**src/rtl/bram_arbiter.sv**
```systemverilog
// Two-requester round-robin arbiter and sequencer in front of one block-RAM port.
// Define BRAM_ARB_CLEAR_EN to zero the whole array after every reset before traffic is accepted.
module bram_arbiter #(
  parameter int DATA_WIDTH = 32,
  parameter int ADDR_WIDTH = 10,
  localparam int NB = DATA_WIDTH / 8
) (
  input  logic                  clk,
  input  logic                  resetn,
  input  logic                  req_valid_0,
  output logic                  req_ready_0,
  input  logic [ADDR_WIDTH-1:0] req_addr_0,
  input  logic [NB-1:0]         req_strobe_0,
  input  logic [DATA_WIDTH-1:0] req_wdata_0,
  input  logic                  req_valid_1,
  output logic                  req_ready_1,
  input  logic [ADDR_WIDTH-1:0] req_addr_1,
  input  logic [NB-1:0]         req_strobe_1,
  input  logic [DATA_WIDTH-1:0] req_wdata_1,
  output logic                  resp_valid_0,
  output logic [DATA_WIDTH-1:0] resp_data_0,
  output logic                  resp_valid_1,
  output logic [DATA_WIDTH-1:0] resp_data_1,
  output logic                  ram_en,
  output logic [NB-1:0]         ram_write_en,
  output logic [ADDR_WIDTH-1:0] ram_addr,
  output logic [DATA_WIDTH-1:0] ram_data_in,
  input  logic [DATA_WIDTH-1:0] ram_data_out,
  output logic                  init_done
);

  logic                  clearing;
  logic                  running;
  logic [ADDR_WIDTH-1:0] clr_addr;

  logic last_grant_q, last_grant_d;
  logic pend_valid_q, pend_valid_d;
  logic pend_id_q, pend_id_d;
  logic grant_0, grant_1, any_grant;

`ifdef BRAM_ARB_CLEAR_EN
  typedef enum logic {ST_INIT, ST_RUN} state_t;

  state_t                state_q, state_d;
  logic [ADDR_WIDTH-1:0] clr_cnt_q, clr_cnt_d;

  always_comb begin
    state_d   = state_q;
    clr_cnt_d = clr_cnt_q;
    if (state_q == ST_INIT) begin
      clr_cnt_d = clr_cnt_q + ADDR_WIDTH'(1);
      if (clr_cnt_q == '1) state_d = ST_RUN;
    end
  end

  always_ff @(posedge clk or negedge resetn) begin
    if (!resetn) begin
      state_q   <= ST_INIT;
      clr_cnt_q <= '0;
    end else begin
      state_q   <= state_d;
      clr_cnt_q <= clr_cnt_d;
    end
  end

  // NOTE: the RAM port and ready are combinational from state, so they are qualified by
  // resetn directly; otherwise INIT (or RUN) would drive the RAM while reset is held.
  assign clearing  = (state_q == ST_INIT) && resetn;
  assign running   = (state_q == ST_RUN) && resetn;
  assign clr_addr  = clr_cnt_q;
  assign init_done = (state_q == ST_RUN);
`else
  assign clearing  = 1'b0;
  assign running   = resetn;
  assign clr_addr  = '0;
  assign init_done = 1'b1;
`endif

  // Round-robin: on a tie the requester that did not win last time is granted.
  always_comb begin
    // NOTE: every always_comb output gets a default first so no path infers a latch.
    grant_0 = 1'b0;
    grant_1 = 1'b0;
    if (running) begin
      if (req_valid_0 && req_valid_1) begin
        grant_0 = last_grant_q;
        grant_1 = !last_grant_q;
      end else begin
        grant_0 = req_valid_0;
        grant_1 = req_valid_1;
      end
    end
  end

  assign any_grant   = grant_0 || grant_1;
  assign req_ready_0 = grant_0;
  assign req_ready_1 = grant_1;

  always_comb begin
    ram_en       = 1'b0;
    ram_write_en = '0;
    ram_addr     = '0;
    ram_data_in  = '0;
    if (clearing) begin
      ram_en       = 1'b1;
      ram_write_en = '1;
      ram_addr     = clr_addr;
    end else if (grant_0) begin
      ram_en       = 1'b1;
      ram_write_en = req_strobe_0;
      ram_addr     = req_addr_0;
      ram_data_in  = req_wdata_0;
    end else if (grant_1) begin
      ram_en       = 1'b1;
      ram_write_en = req_strobe_1;
      ram_addr     = req_addr_1;
      ram_data_in  = req_wdata_1;
    end
  end

  always_comb begin
    pend_valid_d = any_grant;
    pend_id_d    = grant_1;
    last_grant_d = any_grant ? grant_1 : last_grant_q;
  end

  always_ff @(posedge clk or negedge resetn) begin
    if (!resetn) begin
      pend_valid_q <= 1'b0;
      pend_id_q    <= 1'b0;
      last_grant_q <= 1'b1;
    end else begin
      // NOTE: non-blocking assignments so every flop samples pre-edge values.
      pend_valid_q <= pend_valid_d;
      pend_id_q    <= pend_id_d;
      last_grant_q <= last_grant_d;
    end
  end

  // Read data arrives one cycle after acceptance; steer it to whoever issued the access.
  assign resp_valid_0 = pend_valid_q && !pend_id_q;
  assign resp_valid_1 = pend_valid_q && pend_id_q;
  assign resp_data_0  = resp_valid_0 ? ram_data_out : '0;
  assign resp_data_1  = resp_valid_1 ? ram_data_out : '0;

endmodule

```
**config.mk**
```make
export PLATFORM = sky130hd
export DESIGN_NAME = bram_arbiter
export DESIGN_NICKNAME = d
export VERILOG_FILES = /design/src/rtl/bram_arbiter.sv
export SDC_FILE = /design/constraint.sdc
export NUM_CORES = 1
export LEC_CHECK = 0
export CORE_AREA = 2 2 94 96
export DETAILED_ROUTE_END_ITERATION = 8
export DIE_AREA = 0 0 96 98
export PLACE_DENSITY = 0.71
export SYNTH_ARGS = -nofsm -noshare
export SYNTH_HDL_FRONTEND = slang
export SYNTH_SLANG_ARGS = --single-unit
```
**constraint.sdc**
```tcl
create_clock -name clk -period 3.75 [get_ports clk]
set_input_delay 0.75 -clock clk [delete_from_list [all_inputs] [get_ports clk]]
set_output_delay 0.75 -clock clk [all_outputs]
set_load 0.02 [all_outputs]
```
==> results.yml <==
run_status:
  outcome: "finished clean"
yosys:
  synthCells: 253
  synth_xor_xnor_area_share: 0
  post_synth_fa_ha_maj_area_fraction: 0
  netlist_top_cells_area: "o32ai_2, nand2_1, and2_1"
  synth_simple_gate_area_frac: 0.453
  postSynthAreaPerCell_um2: 6.92
  count_of_yosys_warnings_during_synthesis: 0
  multiplexer_share_of_the_synthesized_area: 0
  syn-cell-area_um2: 1750
  post_synth_num_cell_types: 20
  netlist.top_cell.by_area: "o32ai_2"
  synth.ff_latch_count: 3
  synth_fp_nets: 381
  synth-compound-area-share: 0.369
  share_of_the_synthesized_area_in_the_top_cell_type: 0.279
  dominant_combinational_cell_family_by_area_after_synthesis: "simple AND/OR/NAND/NOR gates"
  seq_area_frac_synth: 0.0436
setup_path:
  required_ns: 3.00
  critical-path-top-delay-family: "buffers and inverters"
  cp_common_cell: "clkdlybuf4s50_1"
  cp_num_buf_inv: 3
  worstPathCellList: "clkdlybuf4s50_1, a21bo_2, buf_4, o32ai_1, clkdlybuf4s50_1"
  timing.critical_path.from: "req_valid_1"
  worst_reg2reg_endpoint: "pend_id_q$_DFF_PN0_"
  critical_path_peak_fanout: 32
  timing.critical_path.to_type: "primary output"
  timing.reg2reg.setup_slack_ns: 2.55
  cp_data_arrival_time_ns: 2.60
  critical_path.startpoint_type: "primary input"
  worst_r2r_startpoint: "last_grant_q$_DFFE_PN1P_"
  depth_of_the_worst_register_to_register_path: 3
  cpMaxStageDelayCell: "clkdlybuf4s50_1"
  setup.worst_path.class: "primary input to primary output"
  cp_slowest_stage_delay_ns: 0.67
finish:
  layout.cells.most_common_list: "clkdlybuf4s50_1, nand2_1, and2_1"
  total_number_of_nets_in_the_final_design: 605
  layout.cells.most_common: "clkdlybuf4s50_1"
  syn_to_final_growth_pct: 143
  final_layout_size_suffix_gt1_frac: 0.107
  antenna_cells: 0
die:
  design.portCount: 244
  floorplan.core_area_um2: 8470
  floorplan.initialDensity: 0.207
  placementRows: 34
  die_area_um2: 9410
  chipHeight_um: 98
  floorplan.die.width_um: 96
clocking:
  clock_latency_ns: 0.22
  cts_repair_resized_insts: 0
  cts_buffer_depth: 2
  cts_buffers: 3
  ctsRootBufferMaster: "clkbuf_8"
  clock_sinks: 3
  ctsHoldBuffers: 0
  cts_tree: "done"
  ctsHtreeMaxLevel: 1
  clock_transition_at_the_registers_of_the_reported_paths_ns: 0.03
  cts_setup_buffers: 0
sta:
  whs_ns: 0.584
  worst_slew_pin_slew_ns: 0.910
  count_of_final_max_slew_check_failures: 0
  timing.max_slew.rel_slack: 0.390
  setup_viol: 0
  timing.final.crit_share: 0.893
  tns_ns: 0
  grt_setup_unrepaired: "false"
  finalClockSkew_ns: 0.00299
  finalCriticalPeriod_ns: 3.35
  max_freq_ghz: 0.299
  fin_hold_viols: 0
global_route:
  via_count_of_the_first_global_routing_pass: 2635
  initial_antenna_violation_count: 0
  grt_usage: 0.167
  grt_pass1_wl_um: 12800
  overflow: 0
  grt_max_degree: 47
worst_hold_path:
  timing.hold.worst.start: "last_grant_q$_DFFE_PN1P_"
  holdCritPathClass: "flop to flop"
  hold_depth: 1
  holdPathEnd: "last_grant_q$_DFFE_PN1P_"
flow_run:
  timing.max_cap.violations: 0
power_and_ir_drop:
  switching_share: 0.411
  power_frac_clock: 0.131
  pwr-share-comb: 0.811
  max-vdd-ir-drop_mv: 0.0688
  power.switching_mw: 0.295
  internal_power_mw: 0.422
  total_leakage_power_nw: 1.67
  power.density_nw_per_um2: 168
  p_total_mw: 0.717
  share_seq_of_total_power: 0.058
route:
  num_vias: 2753
  drc: 0
  routed_wl_um: 8560
  detailedRoute.firstIterationViolations: 49
  avgRoutedWirePerCell_um: 14.7
  detail_route.first_pass.iterations: 4
  via_per_inst: 4.71
  antenna_violating_nets_post_route: 0
place:
  post-dp-hpwl_um: 6770
  numPortBuffers: 242
  routabilityCongestion: 0.734
[per-layer routing]
| layer | up-vias | routed length [um] | GRT usage |
|---|---|---|---|
| met4 | 0 | 33 | 0.0220 |
| met1 | 1257 | 3240 | 0.173 |
| met2 | 149 | 4440 | 0.331 |
| met5 | - | 0 | 0 |
| li1 | 1343 | - | - |
| met3 | 4 | 848 | 0.0432 |
[synth_stat cells, drive strengths merged]
master / count
a22o: 1
a21bo: 1
and2: 33
conb: 1
clkbuf: 8
inv: 2
dfstp: 1
o32ai: 46
nor2b: 2
dfrtp: 2
buf: 27
and3: 32
nor2: 4
nand2: 93
[power groups by stage]
stage,clock network (mW),logic (mW),registers (mW)
2_1_floorplan,0,0.289,0.0421
3_3_place_gp,0,0.580,0.0419
3_5_place_dp,0,0.586,0.0416
4_1_cts,0.0969,0.589,0.0417
5_1_grt,0.100,0.619,0.0422
6_report,0.0938,0.582,0.0416
[flip-flops by register name (all words and copies together) (netlist names)]
| signal | flops |
|---|---|
| pend_id_q | 1 |
| pend_valid_q | 1 |
| last_grant_q | 1 |
[worst max-delay path by stage]
stage | to | cells past startpoint
floorplan | ram_data_in[0] | 4
finish | ram_addr[9] | 5
CTS | ram_addr[9] | 5
global placement | ram_data_in[17] | 5
global route | ram_data_in[31] | 5
detailed placement | ram_addr[9] | 5
[through the flow]
stage | area, um2 | util | std cells | worst slack, ns
4_1_cts | 4270 | 0.504 | 584 | 0.383
5_1_grt | 4270 | 0.504 | 584 | 0.328
3_3_place_gp | 4220 | 0.499 | 580 | 0.383
6_report | 4270 | 0.504 | 584 | 0.400
3_5_place_dp | 4220 | 0.499 | 580 | 0.392
2_1_floorplan | 1750 | - | 253 | 1.34
[kinds of logic (layout without fill, tap and decap cells)]
kind of cell | after synthesis | after routing
AO/OA/AOI/OAI | 48 | 48
flip-flops | 3 | 3
other | 1 | 1
buffers and inverters | 37 | 260
AND/OR/NAND/NOR | 164 | 164
[final cells by class]
cell class                 count  area, um2
tap                          108        135
fill                         796       4200
timing repair buffer         254       2560
clock buffer                   4       45.0
multi-input combinational    213       1440
inverter                       2       7.51
sequential                     3       76.3
Power figures use the tool's default switching activity.
